$ cat src/rtl/acc_bank.sv
// Bank of DEPTH independent signed accumulators with per-channel sticky overflow
// flags and a registered, single-cycle-latency read port.
module acc_bank #(
    parameter int WIDTH = 18,
    parameter int DEPTH = 4,
    parameter int SAT   = 0
) (
    input  logic                     clk,
    input  logic                     rst,
    input  logic                     op_valid,
    input  logic [2:0]               op,
    input  logic [$clog2(DEPTH)-1:0] sel,
    input  logic [WIDTH-1:0]         din,
    output logic [WIDTH-1:0]         dout,
    output logic                     dout_valid,
    output logic [DEPTH-1:0]         ovf,
    input  logic                     ovf_clr
);

    localparam logic [2:0] OP_LOAD     = 3'b001;
    localparam logic [2:0] OP_ADD      = 3'b010;
    localparam logic [2:0] OP_SUB      = 3'b011;
    localparam logic [2:0] OP_CLR      = 3'b100;
    localparam logic [2:0] OP_READ     = 3'b101;
    localparam logic [2:0] OP_READ_CLR = 3'b110;

    localparam logic [WIDTH-1:0] MAX_VAL = {1'b0, {(WIDTH-1){1'b1}}};
    localparam logic [WIDTH-1:0] MIN_VAL = {1'b1, {(WIDTH-1){1'b0}}};

    logic [WIDTH-1:0] acc [DEPTH];
    logic [WIDTH-1:0] acc_cur;
    logic [WIDTH:0]   sum;
    logic             ovf_hit;
    logic [WIDTH-1:0] arith_res;

    // Handshake: op_valid is a strobe with no backpressure; a command is
    // consumed at every rising edge where op_valid is high and rst is low.
    always_comb begin
        acc_cur   = acc[sel];
        sum       = '0;
        ovf_hit   = 1'b0;
        arith_res = '0;
        if (op == OP_SUB) begin
            sum = {acc_cur[WIDTH-1], acc_cur} - {din[WIDTH-1], din};
        end else begin
            sum = {acc_cur[WIDTH-1], acc_cur} + {din[WIDTH-1], din};
        end
        // The two top bits of the widened result disagree exactly on signed overflow.
        ovf_hit = sum[WIDTH] ^ sum[WIDTH-1];
        if (ovf_hit && (SAT != 0)) begin
            arith_res = sum[WIDTH] ? MIN_VAL : MAX_VAL;
        end else begin
            arith_res = sum[WIDTH-1:0];
        end
    end

    always_ff @(posedge clk) begin
        if (rst) begin
            acc        <= '{default: '0};
            dout       <= '0;
            dout_valid <= 1'b0;
            ovf        <= '0;
        end else begin
            dout_valid <= 1'b0;
            if (ovf_clr) begin
                ovf <= '0;
            end
            // Later bit set overrides the bulk clear above, so a new overflow wins.
            if (op_valid) begin
                case (op)
                    OP_LOAD: acc[sel] <= din;
                    OP_ADD, OP_SUB: begin
                        acc[sel] <= arith_res;
                        if (ovf_hit) begin
                            ovf[sel] <= 1'b1;
                        end
                    end
                    OP_CLR: acc[sel] <= '0;
                    OP_READ: begin
                        dout       <= acc_cur;
                        dout_valid <= 1'b1;
                    end
                    OP_READ_CLR: begin
                        dout       <= acc_cur;
                        dout_valid <= 1'b1;
                        acc[sel]   <= '0;
                    end
                    default: ;
                endcase
            end
        end
    end

endmodule

$ cat config.mk
export PLATFORM = sky130hd
export DESIGN_NAME = acc_bank
export DESIGN_NICKNAME = d
export VERILOG_FILES = /design/src/rtl/acc_bank.sv
export SDC_FILE = /design/constraint.sdc
export NUM_CORES = 1
export LEC_CHECK = 0
export ABC_CLOCK_PERIOD_IN_PS = 10920
export CAP_MARGIN = 25
export CORE_MARGIN = 3
export CORE_UTILIZATION = 55
export DETAILED_ROUTE_END_ITERATION = 16
export DONT_BUFFER_PORTS = 1
export HOLD_SLACK_MARGIN = 0.02
export PLACE_DENSITY_LB_ADDON = 0.25
export SETUP_SLACK_MARGIN = 0.3
export SLEW_MARGIN = 15
export SYNTH_ARGS = -nofsm -noshare
export SYNTH_HDL_FRONTEND = slang
export SYNTH_SLANG_ARGS = --single-unit
$ cat constraint.sdc
create_clock -name clk -period 10.92 [get_ports clk]
set_input_delay 3.276 -clock clk [delete_from_list [all_inputs] [get_ports clk]]
set_output_delay 3.276 -clock clk [all_outputs]
set_load 0.005 [all_outputs]
# Yosys cells after proc, flatten, opt, wreduce, memory -nomap -nowiden
# Cells that the tools add are included.
op_classes:
  n_addsub: 2
  eq_ne: 6
  magnitude_cmp: 4
  muxes: 17
  bitwise_logic: 6
  n_reduce_logical: 9
ops:
  columns: ["op", "count"]
  rows:
  - ["$pmux 72 s3", 1]
  - ["$bwmux 72", 2]
  - ["$and 72x72->72", 1]
  - ["$not 72->72", 1]
  - ["$mux 18", 3]
  - ["$bmux 18 s2", 1]
  - ["$demux 18 s2", 1]
  - ["$mux 4", 5]
  - ["$add 18x18->19", 1]
  - ["$mux 19", 1]
  - ["$sub 18x18->19", 1]
  - ["$eq 3x3->1 const B", 3]
  - ["$reduce_or 2->1", 4]
  - ["$eq 3x2->1 const B", 2]
  - ["$or 4x4->4", 1]
  - ["$reduce_and 2->1", 2]
  - ["$eq 3x1->1 const B", 1]
  - ["$ge 3x3->1 const B", 1]
  - ["$lt 2x3->1 const B", 1]
  - ["$lt 3x1->1 const B", 1]
  - ["$not 2->3", 1]
  - ["$reduce_bool 3->1", 1]
  - ["$demux 1 s2", 1]
  - ["$ge 2x1->1 const B", 1]
  - ["4 further kinds", 6]
totals:
  elab_cells: 51
  input_bits: 27
  ff_bits: 95

# Depth between registers and ports, before layout
logic_depth:
  depth_word: 10
  depth_mapped: 16

# Least setup slack after synthesis
# OpenSTA, ideal clock, no wires.
synth_timing:
  kind: "input to register"
  from: "in sel[1]"
  to: "reg ovf[2]"
  t_arrival_ps: 6705
  required_ps: 10803
  setup_ps: 117
  path_buffers: 4
  path_stages: 14
  path_slack_ps: 4097
  cell_sequence: "clkbuf_1 -> clkbuf_1 -> buf_1 -> mux4_2 -> ha_1 -> clkbuf_1 -> a21o_1 -> a31o_2 -> o21ai_1 -> o211a_1 -> o211ai_1 -> xor2_1 -> xnor2_2 -> a32o_1"
synth_between:
  elab_chain_len: 10
  elab_cells_between_ends: 17
  cone_classes: "add/sub (2); order compare (2); mux (9); bitwise (3); reduce/logical (1)"
synth_lines:
  columns: ["item", "line", "rtl"]
  rows:
  - ["start: declaration", "12", "input logic [$clog2(DEPTH)-1:0] sel,"]
  - ["$not 2->3 (implied by the code) (*)", "39", "acc_cur = acc[sel];"]
  - ["$bmux 18 s2 (*)", "39", null]
  - ["$mux 18 (implied by the code) (*) (2 in series)", "39", null]
  - ["named net acc_cur[4]", "31", "logic [WIDTH-1:0] acc_cur;"]
  - ["$add 18x18->19 / $sub 18x18->19 (equally long branches)", "46, 44", null]
  - ["$mux 19 (*)", "43", "if (op == OP_SUB) begin"]
  - ["$xor 1x1->1 (*)", "49", "ovf_hit = sum[WIDTH] ^ sum[WIDTH-1];"]
  - ["$mux 4 (*)", "74", "if (ovf_hit) begin"]
  - ["$mux 4 (*)", "70", "case (op)"]
  - ["$mux 4 (*)", "69", "if (op_valid) begin"]
  - ["end signal: assignment", "62", "ovf <= '0;"]
  - ["end signal: assignment", "66", "ovf <= '0;"]
  - ["end signal: indexed assignment", "75", "ovf[sel] <= 1'b1;"]
  - ["end: declaration", "16", "output logic [DEPTH-1:0] ovf,"]
# Mark *: on every way through the listed nets, which the timed path passes. The rest lies on a longest branch. The select of a mux whose other input is x is not followed.
# A chain may end at the register's enable or synchronous reset.

# Final worst setup path
layout_timing:
  from: "in op[1]"
  to: "reg ovf[3]"
layout_between:
  elab_chain_len: 6
  elab_cells_between_ends: 8
  cone_classes: "eq/ne (2); mux (4); bitwise (1); reduce/logical (1)"
layout_lines:
  columns: ["item", "line", "rtl"]
  rows:
  - ["start: declaration", "11", "input logic [2:0] op,"]
  - ["$eq 3x2->1", "43, 70", null]
  - ["$mux 19", "43", null]
  - ["$xor 1x1->1", "49", null]
  - ["$mux 4", "74", null]
  - ["$mux 4 (*)", "70", null]
  - ["$mux 4 (*)", "69", null]
# Every way passes the cells marked *; elsewhere a longest branch is shown, timed or not.

==> results.yml <==
die:
  die_w_microns: 112
  coreArea_sq_mm: 0.0106
  rows: 37
  start_util: 0.581
  ios: 50
  die_y_microns: 112
  die_area_sq_mm: 0.0125
grt:
  grtUsageMet2: 0.492
  met1_usage: 0.423
  grt_max_degree: 98
  use_met3: 0.0935
  grt-busiest-layer: "met2"
  track_usage: 0.318
  grt_pass1_wl_mm: 31.9
  antenna_found_initial: 0
  gr-total-overflow: 0
  grt_pass1_vias: 6042
timing:
  rsz0062_at_grt: "no"
  setup_viol: 0
  fin_skew_ns: 0.00775
  holdWs_ns: 0.476
  hold_viol_final: 0
  tns_ns: 0
  worst_pin_slew_ns: 1.17
  slew_violations: 0
  clock.fmax_mhz: 145
  fin_crit_sh: 0.631
  layout_min_cycle_time_ns: 6.89
  max_slew_margin: 0.220
route:
  drc: 0
  vias_per_cell: 7.08
  drt-initial-drc-count: 806
  antenna_left: 0
  vias: 6207
  routed_wl_mm: 20.1
  wire_per_inst_microns: 23.0
  first_pass_iters: 7
yosys:
  synth_edf_count: 0
  async_flop_share: 0
  synth_area_sq_mm: 0.00615
  synth_most_common_cell: "nand2_1"
  synth_top_area_share: 0.309
  netlist_instances: 780
  avgSynthCellArea_sq_um: 7.89
  synth.distinct_cells: 65
  synth_ff_type: "dfxtp_1"
  yosys_warnings: 0
  ys_ff_latch: 95
  ys_top_cells_by_count: "nand2_1 (104), dfxtp_1 (95), nor2_1 (94), clkbuf_1 (52), a21oi_1 (46)"
  ys_top_cells_by_area: "dfxtp_1 (31%), mux4_2 (6.6%), nand2_1 (6.3%), nor2_1 (5.7%), o22ai_1 (4.2%)"
  synthesis.nets: 827
  seq_area_frac_synth: 0.309
  synth_top_cell_by_area: "dfxtp_1"
final_layout:
  design_area_sq_mm: 0.00637
  regArea_sq_mm: 0.00190
  fin_nets: 783
  fillers: 964
  synthToLayoutAreaGrowth_pct: 3.48
  drive_above_1_share: 0.0675
  multiInputGateArea_sq_mm: 0.00399
  n_antenna_cell: 0
critical_path:
  reg2regPathDepth: 10
  crit_path_top_delay_cell: "nor2b_1"
  cp_data_arrival_time_ns: 7.17
  critPathLaunchType: "input pin"
  cp_max_fo: 15
  path_depth: 13
  cp_top_family: "compound AO/OA/AOI/OAI gates"
  cp_cell_sequence: "nor2b_1 -> nand2_1 -> o21ai_0 -> inv_1 -> ha_1 -> nor2b_1 -> o2111a_1 -> o21ai_1 -> o211a_1 -> o211ai_1 -> xor2_1 -> xnor2_2 -> a32o_1"
  crit_buf_inv: 1
  cp_common_cell: "nor2b_1"
  max_stage_delay_ns: 0.59
  required_ns: 11.20
  critPathCaptureType: "flip-flop"
  worst-setup-path-type: "input pin to flip-flop"
pwr:
  vdd_drop_max_uv: 62.4
  pwr_density_cell_mw_per_mm2: 142
  clkPwrFrac: 0.289
  p_sw_mw: 0.307
  comb_power_share: 0.285
  p_total_mw: 0.905
  swShare: 0.339
  leakagePower_nw: 2.33
  power_frac_seq: 0.425
  p_int_mw: 0.598
clock_tree:
  cts_tree: "yes"
  cts_resized: 0
  clk_pin_slew_ns: 0.10
  clk_path_buf_depth: 2
  cts_setup_buffers: 0
  cts_made_buffers: 9
  hold_buffers: 0
  htreeDepth: 3
  root_buffer: "clkbuf_8"
  clk_latency_ns: 0.38
  numClockSinks: 95
run:
  drv_cap: 0
status:
  status: "finished, final reports clean"
place:
  dp_hpwl_mm: 13.3
  dpl_cell_area_sq_mm: 0.00616
  port_buffers: 0
  gp_routability_congestion: 0.954
hold_path:
  hold_path_class: "flip-flop to flip-flop"
  min_path_cells: 2
## cell families (layout without fill, tap and decap cells)
group | after synthesis | in the layout | synth area share
buffers and inverters | 69 | 30 | 0.0449
XOR/XNOR | 31 | 31 | 0.0453
multiplexers | 21 | 21 | 0.0707
AO/OA/AOI/OAI | 250 | 250 | 0.272
AND/OR/NAND/NOR | 294 | 294 | 0.216
flip-flops | 95 | 95 | 0.309
adder cells (fa/ha/maj) | 20 | 20 | 0.0419
## final timing paths
check	from	endpoint	slack, ns
worst min-delay path	dout[5]$_SDFFE_PP0P_	dout[5]$_SDFFE_PP0P_	0.48
worst min register to register	dout[5]$_SDFFE_PP0P_	dout[5]$_SDFFE_PP0P_	0.48
worst max register to register	flip-flop	flip-flop	7.50
worst max-delay path	op[1]	ovf[3]$_SDFF_PP0_	4.03
## metal layers
| metal | share of wire | up-vias | routed length (microns) |
|---|---|---|---|
| li1 | - | 2796 | - |
| met1 | 0.39 | 2916 | 7820 |
| met2 | 0.45 | 437 | 9010 |
| met3 | 0.14 | 58 | 2810 |
| met4 | 0.025 | 0 | 503 |
| met5 | 0 | - | 0 |
## placed cells by master, fill, tap and decap left out, drive strengths merged, types with 13 or more instances in the layout
cell type  instances
a311oi            27
dfxtp             95
o22ai             41
o21ai             48
ha                19
xor2              20
mux4              18
a21oi             46
a211oi            16
nand2            104
nor2              94
nor3              23
and2              13
nand3             14
## layout make-up
cell class / count / area share
clock buffers: 10 / 0.0200
clock inverters: 6 / 0.0132
inverters: 8 / 0.00472
multi-input cells: 616 / 0.626
flip-flops and latches: 95 / 0.299
well taps: 136 / 0.0267
repair buffers: 6 / 0.0108
## per-stage QoR
step / util / std cells / worst slack (ns)
floorplan: - / 780 / 4.10
global placement: 0.577 / 859 / 3.95
detailed placement: 0.581 / 861 / 3.76
CTS: 0.601 / 877 / 4.15
global route: 0.601 / 877 / 3.70
finish: 0.601 / 877 / 4.03
## worst register-to-register path, stage by stage (launching register included)
cell      delay, ns
dfxtp_1        0.34
mux4_2         0.51
ha_1           0.45
a21o_1         0.23
a31o_2         0.24
o21ai_1        0.21
o211a_1        0.26
o21ai_1        0.12
and4b_1        0.20
nor3_1         0.55
a211oi_1       0.17
## power by group through the flow
stage	logic [mW]	clock network, mW	registers [mW]
3_3_place_gp	0.239	0	0.391
2_1_floorplan	0.205	0	0.388
3_5_place_dp	0.248	0	0.392
6_report	0.258	0.262	0.385
4_1_cts	0.250	0.260	0.384
5_1_grt	0.282	0.272	0.387
(Power assumes the default switching activity.)
